`src/rtl/traffic_light_pkg.sv`:
```
// Shared definitions for the traffic-light controller and its monitor.
// Holds phase and lamp encodings, default dwell times, the monitor state
// encoding and the legal successor function.
package traffic_light_pkg;

  typedef enum logic [1:0] {
    GREEN  = 2'b00,
    YELLOW = 2'b01,
    RED    = 2'b10
  } phase_e;

  // Lamp bus: bit 2 red, bit 1 yellow, bit 0 green
  localparam logic [2:0] LAMP_GREEN  = 3'b001;
  localparam logic [2:0] LAMP_YELLOW = 3'b010;
  localparam logic [2:0] LAMP_RED    = 3'b100;

  localparam int D_GREEN_DEF  = 11;
  localparam int D_YELLOW_DEF = 4;
  localparam int D_RED_DEF    = 16;

  typedef enum logic [1:0] {
    ACQUIRE = 2'b00,
    PARTIAL = 2'b01,
    TRACK   = 2'b10
  } mon_state_e;

  // GREEN -> YELLOW -> RED -> GREEN
  function automatic phase_e next_phase(input phase_e p);
    case (p)
      GREEN:   return YELLOW;
      YELLOW:  return RED;
      default: return GREEN;
    endcase
  endfunction

endpackage

```
`src/rtl/traffic_light_decode.sv`:
```
// Combinational lamp decoder.
// Ports:
//   lights : 3-bit lamp bus (red, yellow, green)
//   phase  : decoded phase (GREEN when illegal)
//   legal  : lamp value is exactly one-hot
module traffic_light_decode
  import traffic_light_pkg::*;
(
  input  logic [2:0] lights,
  output phase_e     phase,
  output logic       legal
);

  always_comb begin
    phase = GREEN;
    legal = 1'b1;
    case (lights)
      LAMP_GREEN:  phase = GREEN;
      LAMP_YELLOW: phase = YELLOW;
      LAMP_RED:    phase = RED;
      default:     legal = 1'b0;
    endcase
  end

endmodule

```
`src/rtl/traffic_light_monitor.sv`:
```
// Passive checker on the traffic-light lamp bus.
// Decodes the phase each cycle, measures dwell, and raises sticky flags for
// illegal encodings, wrong phase order and dwell violations.
// Ports:
//   clk, reset            : clock, async active-high reset
//   lights_in [2:0]       : lamp bus from the controller
//   err_clear             : synchronous clear of the sticky flags
//   phase [1:0]           : current phase, qualified by phase_valid
//   dwell_cnt [CW-1:0]    : cycles the current phase has been held (saturating)
//   err_encoding/sequence/timing : sticky error flags
//   cycle_done            : pulse per checked RED->GREEN transition
//   cycle_count [15:0]    : count of checked RED->GREEN transitions (wraps)
module traffic_light_monitor
  import traffic_light_pkg::*;
#(
  parameter int D_GREEN  = D_GREEN_DEF,
  parameter int D_YELLOW = D_YELLOW_DEF,
  parameter int D_RED    = D_RED_DEF,
  parameter int CW       = 32
) (
  input  logic          clk,
  input  logic          reset,
  input  logic [2:0]    lights_in,
  input  logic          err_clear,
  output logic [1:0]    phase,
  output logic          phase_valid,
  output logic [CW-1:0] dwell_cnt,
  output logic          err_encoding,
  output logic          err_sequence,
  output logic          err_timing,
  output logic          cycle_done,
  output logic [15:0]   cycle_count
);

  localparam logic [CW-1:0] DMAX = '1;

  mon_state_e    state, state_nx;
  phase_e        cur_ph, cur_ph_nx;
  logic [CW-1:0] dwell_nx, dwell_inc;
  logic          enc_ev, seq_ev, tim_ev, rg_ev;
  phase_e        in_ph;
  logic          in_legal;
  logic [63:0]   req_cur, dwell_ext;

  traffic_light_decode u_dec (
    .lights (lights_in),
    .phase  (in_ph),
    .legal  (in_legal)
  );

  // Compare in a wide domain so a required dwell larger than the counter
  // range simply never matches instead of aliasing after truncation.
  function automatic logic [63:0] req_dwell(input phase_e p);
    case (p)
      GREEN:   return 64'(D_GREEN);
      YELLOW:  return 64'(D_YELLOW);
      default: return 64'(D_RED);
    endcase
  endfunction

  assign req_cur   = req_dwell(cur_ph);
  assign dwell_ext = 64'(dwell_cnt);
  assign dwell_inc = (dwell_cnt == DMAX) ? dwell_cnt : dwell_cnt + CW'(1);

  always_comb begin
    state_nx  = state;
    cur_ph_nx = cur_ph;
    dwell_nx  = dwell_cnt;
    enc_ev    = 1'b0;
    seq_ev    = 1'b0;
    tim_ev    = 1'b0;
    rg_ev     = 1'b0;
    case (state)
      ACQUIRE: begin
        if (in_legal) begin
          cur_ph_nx = in_ph;
          dwell_nx  = CW'(1);
          state_nx  = PARTIAL;
        end else begin
          enc_ev = 1'b1;
        end
      end
      default: begin
        if (!in_legal) begin
          enc_ev   = 1'b1;
          dwell_nx = '0;
          state_nx = ACQUIRE;
        end else if (in_ph == cur_ph) begin
          dwell_nx = dwell_inc;
          // Overstay fires once, on the edge that would reach required+1;
          // later holds and the eventual transition stay silent.
          if (state == TRACK && dwell_ext == req_cur) tim_ev = 1'b1;
        end else begin
          cur_ph_nx = in_ph;
          dwell_nx  = CW'(1);
          state_nx  = TRACK;
          if (in_ph != next_phase(cur_ph)) begin
            seq_ev = 1'b1;
          end else if (state == TRACK) begin
            // PARTIAL phase start is unknown, so only TRACK checks dwell
            if (dwell_ext < req_cur) tim_ev = 1'b1;
            if (cur_ph == RED)       rg_ev  = 1'b1;
          end
        end
      end
    endcase
  end

  always_ff @(posedge clk or posedge reset) begin
    if (reset) begin
      state        <= ACQUIRE;
      cur_ph       <= GREEN;
      dwell_cnt    <= '0;
      phase_valid  <= 1'b0;
      err_encoding <= 1'b0;
      err_sequence <= 1'b0;
      err_timing   <= 1'b0;
      cycle_done   <= 1'b0;
      cycle_count  <= '0;
    end else begin
      state        <= state_nx;
      cur_ph       <= cur_ph_nx;
      dwell_cnt    <= dwell_nx;
      phase_valid  <= (state_nx != ACQUIRE);
      // A new error on the clearing edge wins
      err_encoding <= (err_encoding & ~err_clear) | enc_ev;
      err_sequence <= (err_sequence & ~err_clear) | seq_ev;
      err_timing   <= (err_timing   & ~err_clear) | tim_ev;
      cycle_done   <= rg_ev;
      cycle_count  <= cycle_count + {15'd0, rg_ev};
    end
  end

  assign phase = cur_ph;

endmodule

```
`config.mk`:
```
export PLATFORM = sky130hd
export DESIGN_NAME = traffic_light_monitor
export DESIGN_NICKNAME = d
export VERILOG_FILES = /design/src/rtl/traffic_light_pkg.sv /design/src/rtl/traffic_light_decode.sv /design/src/rtl/traffic_light_monitor.sv
export SDC_FILE = /design/constraint.sdc
export NUM_CORES = 1
export LEC_CHECK = 0
export ABC_AREA = 1
export CORE_MARGIN = 5
export CORE_UTILIZATION = 54
export CTS_CLUSTER_SIZE = 28
export DETAILED_ROUTE_END_ITERATION = 6
export PLACE_DENSITY = 0.92
export SLEW_MARGIN = 20
export SYNTH_ARGS = -nofsm -noshare
export SYNTH_HDL_FRONTEND = slang
export SYNTH_HIERARCHICAL = 1
export SYNTH_SLANG_ARGS = --single-unit
```
`constraint.sdc`:
```
create_clock -name clk -period 3 [get_ports clk]
set_clock_uncertainty 0.2 [all_clocks]
set_input_delay 0.45 -clock clk [delete_from_list [all_inputs] [get_ports clk]]
set_output_delay 0.45 -clock clk [all_outputs]
set_load 0.1 [all_outputs]
```
# Word level (Yosys, flattened, before mapping)
# Index checks and enable logic that the tools add are counted.
dict set report totals {
  wordCells 77
  regBits 57
  mem_count 0
  latch_bits 0
  ram_bits 0
  inputBits 6
  out_inout_bits 55
  romBits 0
}
dict set report op_classes {
  eq_ne 13
  magnitude_cmp 1
  n_mux 38
  mul 0
  reduce_logical 7
  n_addsub 2
  shift 0
  div 0
  bitwise 7
}
# operator count
set ops {}
lappend ops {{$mux W32} 5}
lappend ops {{$eq A32 B64 Y1} 1}
lappend ops {{$lt A32 B64 Y1} 1}
lappend ops {{$add A32 B1 Y32 const B} 1}
lappend ops {{$eq A32 B32 Y1 const B} 1}
lappend ops {{$mux W2} 11}
lappend ops {{$mux W1} 19}
lappend ops {{$add A16 B1 Y16} 1}
lappend ops {{$pmux W5 S2} 1}
lappend ops {{$pmux W2 S2} 2}
lappend ops {{$eq A2 B2 Y1 const B} 2}
lappend ops {{$logic_not A2 Y1} 2}
lappend ops {{$ne A4 B3 Y1 const B} 1}
lappend ops {{$reduce_and A2 Y1} 2}
lappend ops {{$and A1 B1 Y1} 3}
lappend ops {{$eq A3 B1 Y1 const B} 1}
lappend ops {{$eq A3 B2 Y1 const B} 1}
lappend ops {{$eq A3 B3 Y1 const B} 1}
lappend ops {{$or A1 B1 Y1} 3}
lappend ops {{$reduce_or A3 Y1} 1}
lappend ops {{$eq A2 B1 Y1 const B} 1}
lappend ops {{$eq A2 B2 Y1} 1}
lappend ops {{$ne A2 B1 Y1 const B} 1}
lappend ops {{$ne A2 B2 Y1} 1}
lappend ops {{4 further kinds} 4}

# Longest topological paths before layout
# Gate-level depths: netlist (run 1).
dict set report depth {
  depth_word 12
  ltp_mapped 19
  depth_no_buf 19
}

# Cells and area by module
# Netlist (run 1), hierarchy kept.
# mod seq_area_each_um2 n_inst cells_per_inst area_each_um2
set modules_own_cells {}
lappend modules_own_cells {traffic_light_monitor 1426.4 1 512 3653.5}
lappend modules_own_cells {traffic_light_decode 0.0 1 9 38.8}

# Worst setup path before layout (run 1)
# OpenSTA, ideal clock, no wires.
dict set report synth_timing {
  path_type {register to register}
  from {reg cur_ph[1] (netlist: phase[1])}
  to {reg cycle_count[14]}
  arrival_time_ns 3.064
  synth_period_minus_slack_ns 3.389
  t_required_ns 2.675
  stages_incl_launch_ff 16
  n_path_buf 0
  setup_slack_ns -0.389
  setup_ns 0.125
  path_cell_list {dfrtp_1 inv_2 nand2_1 nand2_2 o22ai_1 nand2_1 nor3_1 ha_1 ha_1 nand3_1 nor2_1 nand3_1 nor3_1 nand3_1 o21ai_0 nand2_1}
}
dict set report synth_between {
  elab_chain_len 11
  word_cells_on_any_way 16
  classes_between {add/sub: 1; eq/ne: 4; mux: 10; reduce/logical: 1}
}
# element line_no
set synth_lines {}
lappend synth_lines {{from (decl)} traffic_light_monitor.sv:38} ;# phase_e cur_ph, cur_ph_nx;
lappend synth_lines {{from (signal assigned)} traffic_light_monitor.sv:122} ;# cur_ph <= cur_ph_nx;
lappend synth_lines {{$eq A2 B1 Y1 or $logic_not A2 Y1 (tied branches)} traffic_light_pkg.sv:29} ;# case (p)
lappend synth_lines {{$pmux W2 S2} traffic_light_pkg.sv:29}
lappend synth_lines {{$mux W2} traffic_light_monitor.sv:88} ;# end else if (in_ph == cur_ph) begin
lappend synth_lines {{$mux W2} traffic_light_monitor.sv:84} ;# if (!in_legal) begin
lappend synth_lines {{$mux W2} traffic_light_monitor.sv:73} ;# case (state)
lappend synth_lines {{$ne A2 B2 Y1} traffic_light_monitor.sv:97} ;# if (in_ph != next_phase(cur_ph)) begin
lappend synth_lines {{$mux W1} traffic_light_monitor.sv:97}
lappend synth_lines {{$mux W1 (*)} traffic_light_monitor.sv:88}
lappend synth_lines {{$mux W1 (*)} traffic_light_monitor.sv:84}
lappend synth_lines {{$mux W1 (*)} traffic_light_monitor.sv:73}
lappend synth_lines {{net rg_ev} traffic_light_monitor.sv:40} ;# logic enc_ev, seq_ev, tim_ev, rg_ev;
lappend synth_lines {{$add A16 B1 Y16 (*)} traffic_light_monitor.sv:130} ;# cycle_count <= cycle_count + {15'd0, rg_ev};
lappend synth_lines {{to (signal assigned)} traffic_light_monitor.sv:130}
lappend synth_lines {{to (decl)} traffic_light_monitor.sv:32} ;# output logic [15:0] cycle_count
# The timed path passes the listed nets; every way through them passes the cells marked *. The select of a mux whose other input is x is not followed.
# A chain may end at the register's enable or synchronous reset.

# Worst setup path in the final report (run 1)
dict set report layout_timing {
  from {in lights_in[1]}
  to {reg cycle_count[14]}
}
dict set report layout_between {
  elab_chain_len 8
  word_cells_on_any_way 13
  classes_between {add/sub: 1; eq/ne: 5; mux: 6; reduce/logical: 1}
}
# element line_no
set layout_lines {}
lappend layout_lines {{from (decl)} traffic_light_monitor.sv:23} ;# input logic [2:0] lights_in,
lappend layout_lines {{$eq A3 B3 Y1 or $eq A3 B2 Y1 (tied branches)} traffic_light_decode.sv:17} ;# case (lights)
lappend layout_lines {{$pmux W2 S2} traffic_light_decode.sv:17}
lappend layout_lines {{$ne A2 B2 Y1} traffic_light_monitor.sv:97}
lappend layout_lines {{$mux W1} traffic_light_monitor.sv:97}
lappend layout_lines {{$mux W1} traffic_light_monitor.sv:88}
lappend layout_lines {{$mux W1 (*)} traffic_light_monitor.sv:84}
lappend layout_lines {{$mux W1 (*)} traffic_light_monitor.sv:73}
lappend layout_lines {{net rg_ev} traffic_light_monitor.sv:40}
lappend layout_lines {{$add A16 B1 Y16 (*)} traffic_light_monitor.sv:130}
# The timed path passes the listed nets; every way through them passes the cells marked *.

==> impl_results.md, run 1 <==
* Mapped Cells at 521
* Highest clock rate at 0.3751 GHz
* Final count of negative-setup-slack endpoints at 0
* H-tree Lvls at 3
* Leakage power total at 2.271 nW
* Synth top area share at 38.63%
* WL/cell at 16.29 um
* Max Cap Viol at 0
* Total iterations of the first detailed-routing run at 6
* Layout area overhead at 26.63%
* Die W at 92.69 um
* R2r startpoint: state[0]$_DFF_PP0_
* Area of the mapped netlist at 3692 um2
* Multi-input logic area at 2067 um2
* Capture point of the worst reg-to-reg path: cycle_count[14]$_DFF_PP0_
* Final worst-path cycle share at 88.87%
* Power Total at 1.952 mW
* Rel. slew slack at 72.74%
* Pwr Density at 417.5 nW/um2
* HP Class: input port to async pin
* Post-Route WL at 11220 um
* Fraction of layout cells with a size suffix above 1 at 23.65%
* Core area at 6719 um2
* Fin Hold WS at 132.2 ps
* Via count at 3798
* Post-synth net total at 534
* Top cell by count, worst path: nand2_2
* DRC errors left at 0
* Nets at 617
* Via/cell ratio at 5.512
* Crit path largest cell delay at 240 ps
* Worst-path clk slew at 70 ps
* Final Hold Viols at 0
* Mapped Avg Cell Area at 7.087 um2
* HPWL after DPL at 8429 um
* CP max stage cell: ha_2
* Clock sinks at 57
* Total GRT Usage at 26.67%
* Worst R2R Path Depth at 12
* Diode count at 0
* Number of buffers added on ports at 60
* Antenna violations before repair at 0
* Critical path, cell by cell: dlymetal6s2s_1 -> nor2_1 -> nand2_1 -> inv_1 -> inv_1 -> nand2_2 -> nand2_2 -> o22ai_2 -> nand2_2 -> nor3_4 -> ha_2 -> ha_4 -> nand3_2 -> nor2_4 -> nand3_4 -> nor3_4 -> nand3_2 -> o21ai_2 -> nand2_1
* Final Util at 69.59%
* Critical Path RT at 3030 ps
* Synth area leader: dfrtp_1
* YS warnings at 6
* Post-place setup slack at -474.4 ps
* Starting Density at 54.95%
* Vias in the first global route at 3700
* Fin crit period at 2666 ps
* Full die area at 8591 um2
* Fin. max-slew vios at 0
* CTS buffer count at 9
* GRT Residual Overflow at 0
* Cell Rows at 30
* Crit path depth at 19
* Startpoint types: input port
* Result of the run: finished clean
* IO Pins at 61
* CTS tree: yes
* Crit end category: flop
* RSZ-0062 raised after global routing: false
* Peak VDD IR at 0.2501 mV
* Worst-Skew Late Latency at 340 ps
* Antenna-violating nets left at 0
* Starting DRT DRC Count at 333
* Flop and latch count out of synthesis at 57
* Critical path fanouts, max at 3
* Register area at 1429 um2
* Routability cong. at 1.038
* Area contributors post-synth: dfrtp_1, nand2_1, nor2_1
* CP bufs+invs at 3
* Post-route setup slack at 333.8 ps
* Worst-Margin Slew at 403.7 ps
* First-pass GRT wire length at 18130 um
* Die Y at 92.69 um
* CP arrival at 2700 ps
* CTS root buf: clkbuf_8
* Worst-case clock buffer depth at 2
* # fillers at 569
* CP top delay family: simple AND/OR/NAND/NOR gates
* Critical setup path kind: input port to flop
* Synth cell types at 36
* Largest net degree at the start of global routing at 27
* Flop-to-flop setup slack at 350 ps
* Register area share after synthesis at 38.63%
==> worst register-to-register path, delay by kind of cell (launching register included) <==
family	cells	cell delay [ps]
flip-flops	1	410
adder cells (fa/ha/maj)	2	380
AND/OR/NAND/NOR	9	1410
AO/OA/AOI/OAI	1	140
==> final cells by class <==
| type | instances | share of cell area, % |
|---|---|---|
| multi-input cells | 397 | 44.21 |
| clock buffers | 11 | 3.024 |
| inverters | 55 | 4.442 |
| flip-flops and latches | 57 | 30.56 |
| clock inverters | 5 | 1.177 |
| well taps | 80 | 2.141 |
| repair buffers | 84 | 14.45 |
==> cells by family after synthesis <==
family                   count (synthesis)  share of synthesized area [%]
AO/OA/AOI/OAI                           29                          5.964
XOR/XNOR                                25                          5.930
adder cells (fa/ha/maj)                  7                          2.372
buffers and inverters                   67                          7.692
flip-flops                              57                          38.63
AND/OR/NAND/NOR                        336                          39.41
==> cell usage after synthesis <==
cell and instances:
a21boi_0 1, a21oi_1 4, a21oi_2 1, a41oi_1 1
buf_1 3, buf_2 1, buf_6 4, clkbuf_1 4
clkinv_2 1, dfrtp_1 57, ha_1 7, inv_1 49
inv_2 5, nand2_1 153, nand2_2 5, nand2_4 2
nand3_1 49, nand3_2 2, nand3b_1 1, nand4_1 15
nor2_1 89, nor2_2 4, nor2_4 2, nor3_1 8
nor3b_1 1, nor4_1 4, o21ai_0 8, o21ai_1 1
o21ai_2 5, o22ai_1 1, o22ai_2 5, o311ai_0 1
o41ai_1 1, or2_2 1, xnor2_1 8, xor2_1 17
==> metrics by stage <==
step | setup TNS [ps] | cell area [um2] | instances
finish | 0 | 4676 | 689
global route | 0 | 4676 | 689
CTS | 0 | 4597 | 684
detailed placement | -2269 | 4382 | 667
global placement | -678.5 | 4382 | 667
floorplan | 0 | 3735 | 521
==> power breakdown <==
group          leakage [nW]  switching, mW  internal, mW
clock network        0.0953          0.330         0.403
registers             0.766         0.0198         0.784
logic                  1.41          0.312         0.103
total                  2.27          0.662          1.29
==> worst max path at each step <==
stage	start	end	slack (ps)
final	lights_in[1]	cycle_count[14]$_DFF_PP0_	330
after global routing	lights_in[1]	cycle_count[14]$_DFF_PP0_	150
after CTS	lights_in[1]	cycle_count[14]$_DFF_PP0_	3
after detailed placement	lights_in[1]	cycle_count[14]$_DFF_PP0_	-470
after global placement	lights_in[1]	cycle_count[14]$_DFF_PP0_	-270
after floorplan	phase[1]$_DFFE_PP0P_	cycle_count[14]$_DFF_PP0_	4
==> layout by cell type (no fill, tap or decap), types with 2 or more instances in the layout <==
cell type / instances
ha_1: 5
nand2_1: 151
a21oi_1: 4
nand4_1: 15
dfrtp_2: 2
buf_12: 2
nor2_2: 5
xnor2_1: 8
nor4_1: 4
nand2_2: 7
clkinvlp_4: 2
nand2_4: 2
o21ai_0: 7
inv_2: 7
nand3_2: 4
nor3_1: 6
clkdlybuf4s50_1: 2
o21ai_2: 6
nor2_4: 3
inv_1: 47
dfrtp_1: 55
clkbuf_8: 10
dlymetal6s2s_1: 3
xor2_1: 17
nor2_1: 87
clkinv_2: 3
buf_4: 77
o22ai_2: 6
nor3_4: 2
nand3_1: 46
==> metal layers <==
layer	track usage (%)	vias to the layer above	share of wire [%]
met4	8.913	0	1.7
met5	0	-	0
li1	-	1832	-
met2	44.89	192	48
met3	5.199	23	7.8
met1	34.44	1751	42
==> sequential cells by signal (all words and copies together) (netlist names) <==
signal,cells
cycle_done,1
err_encoding,1
phase_valid,1
phase,2
err_timing,1
cycle_count,16
err_sequence,1
dwell_cnt,32
state,2
==> timing repair <==
| action | 4_1_cts | 5_1_grt |
|---|---|---|
| hold buffers | 0 | 0 |
| gates resized for setup | 2 | 11 |
| pin swaps | 1 | 7 |
| buffers inserted | 1 | 5 |
| setup endpoints to repair | 2 | 6 |
(Power assumes the default switching activity.)
==> inputs of run 2 (changes only) <==
--- a/config.mk
+++ b/config.mk
@@ -10,6 +10,7 @@
 export CORE_UTILIZATION = 54
 export CTS_CLUSTER_SIZE = 28
 export DETAILED_ROUTE_END_ITERATION = 6
+export HOLD_SLACK_MARGIN = 0.15
 export PLACE_DENSITY = 0.92
 export SLEW_MARGIN = 20
 export SYNTH_ARGS = -nofsm -noshare
==> run 2 against run 1 <==
Net effect:
- setup slack improved by 7.2 ps
- register-to-register slack is essentially flat
- global-route usage about the same
- critical path depth did not move
- cell count up 0.15%
- core utilization grew 0.15 points
- wire length about the same
- clock power is essentially flat
- cell area grew 0.21%
- non-clock buffer count increased by 1
- sequential share of layout area down 0.065 points
- largest cell class unchanged
- highest routed layer unchanged
==> impl_results.md, run 2 (same netlist as run 1, synthesis figures left out) <==
* CP top delay family: simple AND/OR/NAND/NOR gates
* M2 GR Usage at 44.89%
* CTS buffer count at 9
* Cell Rows at 30
* Critical path fanouts, max at 3
* Die Y at 92.69 um
* Flop-to-flop setup slack at 350 ps
* Biggest registers after layout: dwell_cnt: 32 flops, cycle_count: 16 flops
* Hold EP: cycle_count[15]$_DFF_PP0_
* Antenna-violating nets left at 0
* Starting Density at 54.95%
* Via/cell ratio at 5.483
* Routability cong. at 1.038
* Nets at 618
* Clock sinks at 57
* Worst-path clk slew at 70 ps
* Post-Route WL at 11220 um
* Combinational share of power at 21.2%
* CP bufs+invs at 3
* DRC errors left at 0
* Peak VDD IR at 0.2499 mV
* Highest clock rate at 0.3761 GHz
* Vias in the first global route at 3700
* Critical Path RT at 3030 ps
* HP Class: flop to flop
* Switching Fraction at 33.87%
* Sw power at 661.2 uW
* Antenna violations before repair at 0
* Full die area at 8591 um2
* Fin crit period at 2659 ps
* Top cell by count, worst path: nand2_2
* Final count of negative-setup-slack endpoints at 0
* CTS tree: yes
* First-pass GRT wire length at 18150 um
* Clock share of power at 37.6%
* Leakage power total at 2.275 nW
* Largest net degree at the start of global routing at 27
* WL/cell at 16.26 um
* Pwr Density at 416.6 nW/um2
* Rel. slew slack at 72.74%
* Worst-Skew Late Latency at 340 ps
* Crit end category: flop
* Max FFs per register at 32
* Worst R2R Path Depth at 12
* GR Layer Usage met1 at 34.54%
* M3 GR Usage at 5.118%
* CP arrival at 2690 ps
* Worst-Margin Slew at 403.8 ps
* Max Cap Viol at 0
* Sequential share of power at 41.2%
* Number of buffers added on ports at 60
* Post-place setup slack at -474.4 ps
* Die W at 92.69 um
* GRT Residual Overflow at 0
* Via count at 3783
* Total internal power at 1.291 mW
* Starting DRT DRC Count at 294
* Total GRT Usage at 26.69%
* Most frequent cells in the layout: nand2_1, nor2_1, buf_4
* R2r startpoint: state[0]$_DFF_PP0_
* Capture point of the worst reg-to-reg path: cycle_count[14]$_DFF_PP0_
* Fin. max-slew vios at 0
* Critical hold path startpoint: cycle_count[15]$_DFF_PP0_
* Core area at 6719 um2
* Register with the most flip-flops: dwell_cnt
* Startpoint types: input port
* Dpl cells at 667
* CP max stage cell: ha_2
* H-tree Lvls at 3
* Hold path cells at 1
* Final worst-path cycle share at 88.63%
* Busiest grt layer: met2
* Result of the run: finished clean
* Final Util at 69.74%
* RSZ-0062 raised after global routing: false
* IO Pins at 61
* Post-route setup slack at 341.0 ps
* Worst-case clock buffer depth at 2
* Fraction of layout cells with a size suffix above 1 at 23.61%
* Critical setup path kind: input port to flop
* Final Non-Filler Cells at 690
* Diode count at 0
* Crit path largest cell delay at 240 ps
* CTS root buf: clkbuf_8
* Layout area overhead at 26.91%
* HPWL after DPL at 8429 um
* Most common cell after layout, fill and taps aside: nand2_1
* Critical path, cell by cell: dlymetal6s2s_1 -> nor2_1 -> nand2_1 -> inv_1 -> inv_1 -> nand2_2 -> nand2_2 -> o22ai_2 -> nand2_2 -> nor3_4 -> ha_2 -> ha_4 -> nand3_2 -> nor2_4 -> nand3_4 -> nor3_4 -> nand3_2 -> o21ai_2 -> nand2_1
* Total iterations of the first detailed-routing run at 5
* Final Hold Viols at 0
-- run 2: area by class of cell --
class / count / area [um2]
multi-input cells: 397 / 2067
repair buffers: 85 / 685.7
well taps: 80 / 100.1
inverters: 55 / 207.7
fillers: 567 / 2033
flip-flops and latches: 57 / 1429
clock inverters: 5 / 55.05
clock buffers: 11 / 141.4
-- run 2: how the worst max path moves through the flow --
stage,startpoint,end,depth (start not counted),slack [ps]
after global placement,lights_in[1],cycle_count[14]$_DFF_PP0_,19,-270
after floorplan,phase[1]$_DFFE_PP0P_,cycle_count[14]$_DFF_PP0_,15,4
after global routing,lights_in[1],cycle_count[14]$_DFF_PP0_,20,150
final,lights_in[1],cycle_count[14]$_DFF_PP0_,19,340
after CTS,lights_in[1],cycle_count[14]$_DFF_PP0_,19,3
after detailed placement,lights_in[1],cycle_count[14]$_DFF_PP0_,19,-470
-- run 2: what timing repair did --
item                                    in CTS  in global routing
pin swaps                                    1                  7
buffers inserted                             1                  5
endpoints found under the setup margin       2                  6
resized for setup                            2                 11
hold buffers                                 1                  0
hold endpoints to repair                     9                  0
-- run 2: stage by stage --
| stage | hold slack (ps) | instance area [um2] | total power [mW] | TNS [ps] |
|---|---|---|---|---|
| floorplan | 289.2 | 3735 | 1.099 | 0 |
| global placement | 260.1 | 4382 | 1.210 | -678.5 |
| detailed placement | 271.6 | 4382 | 1.223 | -2269 |
| CTS | 282.3 | 4607 | 1.946 | 0 |
| global route | 307.8 | 4686 | 2.026 | 0 |
| finish | 279.9 | 4686 | 1.952 | 0 |
-- run 2: power groups by stage --
| stage | clock, mW | combinational, mW | sequential [mW] |
|---|---|---|---|
| final | 0.734 | 0.415 | 0.804 |
| after global routing | 0.779 | 0.442 | 0.805 |
| after CTS | 0.735 | 0.408 | 0.803 |
| after floorplan | 0 | 0.193 | 0.906 |
| after detailed placement | 0 | 0.406 | 0.818 |
| after global placement | 0 | 0.394 | 0.816 |
-- run 2: worst register-to-register path: stages (launching register included) --
cell and delay, ps:
dfrtp_1 410, nor2_1 290, nand3_1 180, nor3_4 230
ha_2 240, ha_4 140, nand3_2 110, nor2_4 140
nand3_4 100, nor3_4 160, nand3_2 140, o21ai_2 140
nand2_1 60
-- run 2: per-layer routing --
layer  share of wire (%)  vias up  wire (um)
met3                 6.9       15        769
li1                    -     1832          -
met4                 1.3        0        145
met5                   0        -          0
met2                  49      167       5539
met1                  42     1769       4764
==> inputs of run 3 (changes only) <==
--- a/config.mk
+++ b/config.mk
@@ -12,7 +12,7 @@
 export DETAILED_ROUTE_END_ITERATION = 6
 export HOLD_SLACK_MARGIN = 0.15
 export PLACE_DENSITY = 0.92
-export SLEW_MARGIN = 20
+export SLEW_MARGIN = 40
 export SYNTH_ARGS = -nofsm -noshare
 export SYNTH_HDL_FRONTEND = slang
 export SYNTH_HIERARCHICAL = 1
==> results of run 3 <==
Same layout as run 2: the final DEF is identical, and so are final timing and power.
